<file path="config.mk">
export PLATFORM = sky130hd
export DESIGN_NAME = evo_pin_port
export DESIGN_NICKNAME = d
export VERILOG_FILES = /design/src/rtl/evo_bsp_pkg.sv /design/src/rtl/evo_sync_edge.sv /design/src/rtl/evo_pin_port.sv
export SDC_FILE = /design/constraint.sdc
export NUM_CORES = 1
export LEC_CHECK = 0
export ABC_CLOCK_PERIOD_IN_PS = 8600
export BUFFER_PORTS_ARGS = -buffer_cell sky130_fd_sc_hd__buf_4
export CELL_PAD_IN_SITES_DETAIL_PLACEMENT = 1
export CELL_PAD_IN_SITES_GLOBAL_PLACEMENT = 1
export CORE_UTILIZATION = 45
export DETAILED_ROUTE_END_ITERATION = 6
export GPL_ROUTABILITY_DRIVEN = 1
export PLACE_DENSITY = 0.83
export REMOVE_ABC_BUFFERS = 1
export SLEW_MARGIN = 10
export SYNTH_ARGS = -nofsm -noshare
export SYNTH_HDL_FRONTEND = slang
export SYNTH_SLANG_ARGS = --single-unit
export TNS_END_PERCENT = 20
</file>
<file path="constraint.sdc">
create_clock -name clk -period 8.6 [get_ports clk]
set_clock_uncertainty 0.05 [all_clocks]
set_input_delay 0.86 -clock clk [delete_from_list [all_inputs] [get_ports clk]]
set_output_delay 0.86 -clock clk [all_outputs]
set_load 0.01 [all_outputs]
</file>
<file path="src/rtl/evo_bsp_pkg.sv">
// Shared EVO board-support definitions: register offsets, decode selector
// and byte-lane sizing helper used by the pin port and related blocks.
package evo_bsp_pkg;

    // Register block offsets, each scaled by the number of byte lanes
    localparam int DDR_OFS   = 0;
    localparam int PORT_OFS  = 1;
    localparam int PIN_OFS   = 2;
    localparam int PCMSK_OFS = 3;
    localparam int PCIF_OFS  = 4;
    localparam int NUM_REGS  = 5;

    typedef enum logic [2:0] {
        REG_DDR   = 3'd0,
        REG_PORT  = 3'd1,
        REG_PIN   = 3'd2,
        REG_PCMSK = 3'd3,
        REG_PCIF  = 3'd4,
        REG_NONE  = 3'd7
    } reg_sel_e;

    // Number of 8-bit lanes needed to cover a port of the given width
    function automatic int nbytes(input int width);
        return (width + 7) / 8;
    endfunction

endpackage

</file>
<file path="src/rtl/evo_sync_edge.sv">
// Multi-stage input synchroniser with a trailing "previous" flop; reports
// the synchronised level and a per-bit change strobe.
module evo_sync_edge #(
    parameter int WIDTH       = 32,
    parameter int SYNC_STAGES = 2
) (
    input  logic             clk,
    input  logic             rst,
    input  logic [WIDTH-1:0] i_async,
    output logic [WIDTH-1:0] sync,
    output logic [WIDTH-1:0] chg
);

    logic [WIDTH-1:0] r_stage [SYNC_STAGES];
    logic [WIDTH-1:0] r_prev;

    // Shift raw pad levels through the synchroniser chain, then into prev
    always_ff @(posedge clk or posedge rst) begin
        if (rst) begin
            for (int i = 0; i < SYNC_STAGES; i++) begin
                r_stage[i] <= {WIDTH{1'b0}};
            end
            r_prev <= {WIDTH{1'b0}};
        end else begin
            r_stage[0] <= i_async;
            for (int i = 1; i < SYNC_STAGES; i++) begin
                r_stage[i] <= r_stage[i-1];
            end
            r_prev <= r_stage[SYNC_STAGES-1];
        end
    end

    assign sync = r_stage[SYNC_STAGES-1];
    assign chg  = r_stage[SYNC_STAGES-1] ^ r_prev;

endmodule

</file>
<file path="src/rtl/evo_pin_port.sv">
// Register-mapped pin port: per-bit direction, output, synchronised input,
// pin-change flags with mask-gated interrupt, and a stretched activity LED.
module evo_pin_port
    import evo_bsp_pkg::*;
#(
    parameter int         WIDTH          = 32,
    parameter logic [7:0] BASE_ADDR      = 8'h00,
    parameter int         SYNC_STAGES    = 2,
    parameter int         LED_BIT        = 0,
    parameter int         STRETCH_CYCLES = 16
) (
    input  logic             clk,
    input  logic             rst,
    input  logic [7:0]       ramadr,
    input  logic             ramre,
    input  logic             ramwe,
    input  logic [7:0]       dbus_in,
    output logic [7:0]       io_out,
    output logic             io_out_en,
    input  logic [WIDTH-1:0] pad_in,
    output logic [WIDTH-1:0] pad_out,
    output logic [WIDTH-1:0] pad_oe,
    output logic             irq,
    output logic             led
);

    localparam int             NB      = nbytes(WIDTH);
    localparam int             LW      = NB * 8;
    // Bits at or above WIDTH are held at zero by masking every update
    localparam logic [LW-1:0]  VMASK   = LW'({WIDTH{1'b1}});
    localparam logic [15:0]    STRETCH = 16'(STRETCH_CYCLES);

    logic [LW-1:0] r_ddr;
    logic [LW-1:0] r_port;
    logic [LW-1:0] r_pcmsk;
    logic [LW-1:0] r_pcif;
    logic [15:0]   r_cnt;

    logic [WIDTH-1:0] w_sync;
    logic [WIDTH-1:0] w_chg;
    logic [LW-1:0]    w_sync_x;
    logic [LW-1:0]    w_chg_x;
    logic [7:0]       w_ofs;
    logic [7:0]       w_reg;
    logic [7:0]       w_lane;
    reg_sel_e         w_sel;
    logic [LW-1:0]    w_bmask;
    logic [LW-1:0]    w_wdata;
    logic [LW-1:0]    w_clr;
    logic [LW-1:0]    w_rd_vec;
    logic             w_led_rise;

    evo_sync_edge #(
        .WIDTH       (WIDTH),
        .SYNC_STAGES (SYNC_STAGES)
    ) u_sync (
        .clk     (clk),
        .rst     (rst),
        .i_async (pad_in),
        .sync    (w_sync),
        .chg     (w_chg)
    );

    assign w_sync_x = LW'(w_sync);
    assign w_chg_x  = LW'(w_chg);

    // Window-relative offset splits into register block and byte lane
    assign w_ofs   = ramadr - BASE_ADDR;
    assign w_reg   = w_ofs / 8'(NB);
    assign w_lane  = w_ofs % 8'(NB);
    assign w_bmask = (LW'(8'hFF) << {w_lane, 3'b000}) & VMASK;
    assign w_wdata = {NB{dbus_in}};

    // Decode the addressed register; anything outside the window is REG_NONE
    always_comb begin
        w_sel = REG_NONE;
        if (w_ofs < 8'(NUM_REGS * NB)) begin
            case (w_reg)
                8'(DDR_OFS):   w_sel = REG_DDR;
                8'(PORT_OFS):  w_sel = REG_PORT;
                8'(PIN_OFS):   w_sel = REG_PIN;
                8'(PCMSK_OFS): w_sel = REG_PCMSK;
                8'(PCIF_OFS):  w_sel = REG_PCIF;
                default:       w_sel = REG_NONE;
            endcase
        end else begin
            w_sel = REG_NONE;
        end
    end

    // Write-1-to-clear mask for the change flags
    always_comb begin
        if (ramwe && (w_sel == REG_PCIF)) begin
            w_clr = w_wdata & w_bmask;
        end else begin
            w_clr = {LW{1'b0}};
        end
    end

    // Direction register
    always_ff @(posedge clk or posedge rst) begin
        if (rst) begin
            r_ddr <= {LW{1'b0}};
        end else if (ramwe && (w_sel == REG_DDR)) begin
            r_ddr <= (r_ddr & ~w_bmask) | (w_wdata & w_bmask);
        end
    end

    // Output register: direct write via PORT, toggle via writes to PIN
    always_ff @(posedge clk or posedge rst) begin
        if (rst) begin
            r_port <= {LW{1'b0}};
        end else if (ramwe && (w_sel == REG_PORT)) begin
            r_port <= (r_port & ~w_bmask) | (w_wdata & w_bmask);
        end else if (ramwe && (w_sel == REG_PIN)) begin
            r_port <= r_port ^ (w_wdata & w_bmask);
        end
    end

    // Interrupt mask register
    always_ff @(posedge clk or posedge rst) begin
        if (rst) begin
            r_pcmsk <= {LW{1'b0}};
        end else if (ramwe && (w_sel == REG_PCMSK)) begin
            r_pcmsk <= (r_pcmsk & ~w_bmask) | (w_wdata & w_bmask);
        end
    end

    // Change flags: a new change in the same cycle as a clear keeps the bit set
    always_ff @(posedge clk or posedge rst) begin
        if (rst) begin
            r_pcif <= {LW{1'b0}};
        end else begin
            r_pcif <= ((r_pcif & ~w_clr) | w_chg_x) & VMASK;
        end
    end

    assign w_led_rise = w_sync[LED_BIT] & w_chg[LED_BIT];

    // LED stretch counter: reload on each rising edge, otherwise run down to 0
    always_ff @(posedge clk or posedge rst) begin
        if (rst) begin
            r_cnt <= 16'h0000;
        end else if (w_led_rise) begin
            r_cnt <= STRETCH;
        end else if (r_cnt != 16'h0000) begin
            r_cnt <= r_cnt - 16'h0001;
        end
    end

    // Read-data source for the addressed register block
    always_comb begin
        case (w_sel)
            REG_DDR:   w_rd_vec = r_ddr;
            REG_PORT:  w_rd_vec = r_port;
            REG_PIN:   w_rd_vec = w_sync_x;
            REG_PCMSK: w_rd_vec = r_pcmsk;
            REG_PCIF:  w_rd_vec = r_pcif;
            default:   w_rd_vec = {LW{1'b0}};
        endcase
    end

    // Combinational read port; returns zero unless a read hits the window
    always_comb begin
        if (ramre && (w_sel != REG_NONE)) begin
            io_out    = 8'(w_rd_vec >> {w_lane, 3'b000});
            io_out_en = 1'b1;
        end else begin
            io_out    = 8'h00;
            io_out_en = 1'b0;
        end
    end

    assign pad_out = r_port[WIDTH-1:0];
    assign pad_oe  = r_ddr[WIDTH-1:0];
    assign irq     = |(r_pcif & r_pcmsk);
    assign led     = w_sync[LED_BIT] | (r_cnt != 16'h0000);

endmodule

</file>
==> qor.json <==
{
  "setup_path": {
    "cp_data_arrival_time_ps": 3530,
    "crit_path_cell_trace": "buf_4 -> or3_1 -> nor2_1 -> a221oi_1 -> a211o_1 -> o31ai_1 -> buf_4",
    "timing.rr.end": "r_cnt[15]",
    "timing.critical_path.mode_cell": "sky130_fd_sc_hd__buf_4",
    "reg2reg_from": "r_cnt[0]",
    "setup.reg_to_reg.worst_slack_ps": 5810,
    "cp_top_delay_family": "simple AND/OR/NAND/NOR gates",
    "critical_path.max_fanout": 19,
    "required_time_worst_endpoint_ps": 7690,
    "timing.reg2reg.worst_path_depth": 7,
    "timing_worst_setup_path_type": "input port to output port",
    "timing.critical_path.to_type": "output port",
    "critical_path_launch_point_type": "input port",
    "crit_path_top_delay_cell": "sky130_fd_sc_hd__nor2_1",
    "crit_path_max_incr_delay_ps": 990,
    "critical_path_buf_inv_count": 2
  },
  "logic_synthesis": {
    "synth_edf_count": 0,
    "synth-warning-count": 0,
    "postSynth.topFlopCell": "sky130_fd_sc_hd__dfrtp_1",
    "synthCells": 857,
    "synth.yosys.seq_area_share_pct": 57.8,
    "netlist_area_sq_mm": 0.0104,
    "yosys_register_bits": 240,
    "netlist-cell-type-count": 52,
    "ys_async_sr_fraction_pct": 100,
    "mean_instance_size_in_the_synthesized_netlist_sq_um": 12.1
  },
  "die": {
    "start_util_pct": 45.9,
    "die_y_um": 154,
    "die_width_um": 154,
    "core-area_sq_mm": 0.0226,
    "design.die.area_sq_mm": 0.0237,
    "ios": 127,
    "placement_rows": 55
  },
  "timing": {
    "clock.fmax_mhz": 225,
    "postLayoutSetupSlackWorst_ps": 4160,
    "worstMarginPinSlew_ps": 1140,
    "fin_setup_tns_ps": 0,
    "finalWorstPathRequiredPeriod_ps": 4440,
    "fin_crit_sh_pct": 51.6,
    "final-setup-viol-count": 0,
    "slew-limit-headroom_pct": 24.0,
    "final_hold_viol_count": 0,
    "rsz0062_at_grt": "no",
    "timing_max_transition_violations_final": 0
  },
  "global_route": {
    "grt_use_total_pct": 30.5,
    "grt_antenna_before_repair": 0,
    "grt_pass1_vias": 8697,
    "grt_overflow": 0,
    "grt_first_pass_wirelength_mm": 53.9,
    "grt_start_max_net_pins": 89
  },
  "placed_design": {
    "dp_hpwl_mm": 23.8,
    "final_replace_weighted_congestion": 0.942,
    "detailedPlace.worstSlack_ps": 4190,
    "post_placement_cell_area_sq_mm": 0.0115,
    "numPortBuffers": 126,
    "placed_cells_incl_taps": 1223
  },
  "clock_tree": {
    "buffers_from_clock_root_to_sink_at_most": 3,
    "htreeDepth": 1,
    "clkTransAtPathRegs_ps": 60,
    "cts_hold_buffers": 0,
    "resized_after_cts": 0,
    "root_buf_cell": "sky130_fd_sc_hd__clkbuf_16",
    "tritoncts_num_sinks": 240,
    "cts_inserted_buffers": 25,
    "insertion_delay_ps": 560,
    "tritoncts": "yes",
    "postCtsSetupRepairBufs": 0
  },
  "power": {
    "max-vdd-ir-drop_uv": 177,
    "fin_total_pwr_uw": 2700,
    "leakage_uw": 0.00542,
    "power-per-cell-area_mw_per_mm2": 219
  },
  "drt": {
    "routed_wirelength_mm": 35.2,
    "drt_pass1_iterations": 4,
    "num_vias": 7892,
    "ant_nets": 0,
    "detail_route.drc_violations": 0,
    "initialDrtViolationCount": 646,
    "vias_per_cell": 6.23,
    "wl_per_cell_um": 27.8
  },
  "cells_and_area": {
    "layout.cells.most_common": "sky130_fd_sc_hd__dfrtp_1",
    "design_area_sq_mm": 0.0123,
    "layoutNonFillerInstCount": 1267,
    "post_route_cells_drive_above_1_share_pct": 27.7,
    "syn2layout_area_growth_pct": 18.5,
    "layout.cells.most_common_list": "sky130_fd_sc_hd__dfrtp_1, sky130_fd_sc_hd__buf_4, sky130_fd_sc_hd__mux2_2",
    "diodes": 0,
    "final_nets": 1019,
    "fillerInstances": 2307
  },
  "hold_path": {
    "hp-start": "u_sync.r_stage[57]",
    "hold_path_depth": 0,
    "hold_path_class": "register to register",
    "hold_end": "u_sync.sync[25]"
  },
  "run_status": {
    "status": "complete, no violations"
  },
  "flow_run": {
    "drv.max_cap_violation_count": 0
  }
}
## cell usage after synthesis, types with 3 or more instances
cell                        count  area share [%]
sky130_fd_sc_hd__nand4_1        5            0.30
sky130_fd_sc_hd__a21o_1        31             2.2
sky130_fd_sc_hd__and3_1         3            0.18
sky130_fd_sc_hd__o21ai_0        6            0.29
sky130_fd_sc_hd__o31ai_1       13            0.94
sky130_fd_sc_hd__or3_1          4            0.24
sky130_fd_sc_hd__a21oi_4        4            0.63
sky130_fd_sc_hd__o221ai_2       5            0.72
sky130_fd_sc_hd__buf_6          3            0.33
sky130_fd_sc_hd__nand2_1       55             2.0
sky130_fd_sc_hd__nand2b_1       4            0.24
sky130_fd_sc_hd__xnor2_1        4            0.34
sky130_fd_sc_hd__a2111oi_0      7            0.59
sky130_fd_sc_hd__a211o_1        8            0.67
sky130_fd_sc_hd__nor3_1        13            0.63
sky130_fd_sc_hd__o221a_2        6            0.65
sky130_fd_sc_hd__o22ai_1        5            0.30
sky130_fd_sc_hd__nand3_1       17            0.82
sky130_fd_sc_hd__xor2_1        38             3.2
sky130_fd_sc_hd__a221oi_1       5            0.42
sky130_fd_sc_hd__mux2i_1       41             3.9
sky130_fd_sc_hd__dfrtp_1      240              58
sky130_fd_sc_hd__mux2_2        79             8.6
sky130_fd_sc_hd__nor3_2         3            0.29
sky130_fd_sc_hd__a311oi_1      32             2.7
sky130_fd_sc_hd__a21oi_1       44             2.1
sky130_fd_sc_hd__buf_2          7            0.34
sky130_fd_sc_hd__a31oi_1        5            0.30
sky130_fd_sc_hd__nand2_2        4            0.24
sky130_fd_sc_hd__inv_1         11            0.40
sky130_fd_sc_hd__nor2_1        66             2.4
sky130_fd_sc_hd__clkbuf_1      32             1.2
sky130_fd_sc_hd__buf_1          6            0.22
sky130_fd_sc_hd__o221ai_1       3            0.25
sky130_fd_sc_hd__a22oi_1       22             1.6
## worst max-delay path by stage
stage,startpoint,endpoint,slack (ps),cells after the start
6_report,ramadr[7],io_out[0],4160,7
5_1_grt,ramadr[7],io_out[5],4030,7
4_1_cts,ramadr[7],io_out[4],4190,7
3_5_place_dp,ramadr[7],io_out[4],4190,7
3_3_place_gp,ramadr[7],io_out[6],4200,7
2_1_floorplan,rst,async pin,1100,1
## per-layer routing
layer	vias to the layer above	track usage, %	part of all wire (%)
met5	-	0	0
li1	3368	-	-
met2	279	50.9	49
met1	4145	38.5	41
met3	100	5.78	5.5
met4	0	13.7	4.3
## cell families (layout without fill, tap and decap cells)
| kind of cell | count (synthesis) | after routing | synth area share [%] |
|---|---|---|---|
| XOR/XNOR | 42 | 42 | 3.54 |
| AO/OA/AOI/OAI | 202 | 202 | 14.9 |
| flip-flops | 240 | 240 | 57.8 |
| buffers and inverters | 59 | 184 | 2.43 |
| multiplexers | 120 | 120 | 12.5 |
| AND/OR/NAND/NOR | 192 | 192 | 8.60 |
| adder cells (fa/ha/maj) | 2 | 2 | 0.241 |
## layout make-up
cell class              instances  area, sq um  share of cell area (%)
well taps                     285          357                    2.90
clock buffers                  37          731                    5.93
inverters                      11         48.8                   0.396
flip-flops and latches        240         6010                    48.8
clock inverters                 7         75.1                   0.610
repair buffers                129          968                    7.86
multi-input cells             558         4130                    33.5
## where the power goes
| part | switching, uW | internal [uW] | total (uW) |
|---|---|---|---|
| Combinational | 210 | 144 | 354 |
| Sequential | 67.8 | 1200 | 1260 |
| Clock | 462 | 618 | 1080 |
## per-stage QoR
stage	utilization (%)	hold slack, ps
2_1_floorplan	-	281
3_3_place_gp	50.8	282
3_5_place_dp	50.8	286
4_1_cts	54.4	297
5_1_grt	54.4	305
6_report	54.4	296
## worst reg2reg max path, stage by stage, from the launching register on
cell and delay [ps]:
sky130_fd_sc_hd__dfrtp_1 420, sky130_fd_sc_hd__inv_1 110, sky130_fd_sc_hd__ha_1 250, sky130_fd_sc_hd__or4b_2 700, sky130_fd_sc_hd__nand4b_1 560, sky130_fd_sc_hd__nand4_1 330
sky130_fd_sc_hd__xor2_1 190, sky130_fd_sc_hd__nor2_1 60
(Power assumes the default switching activity.)
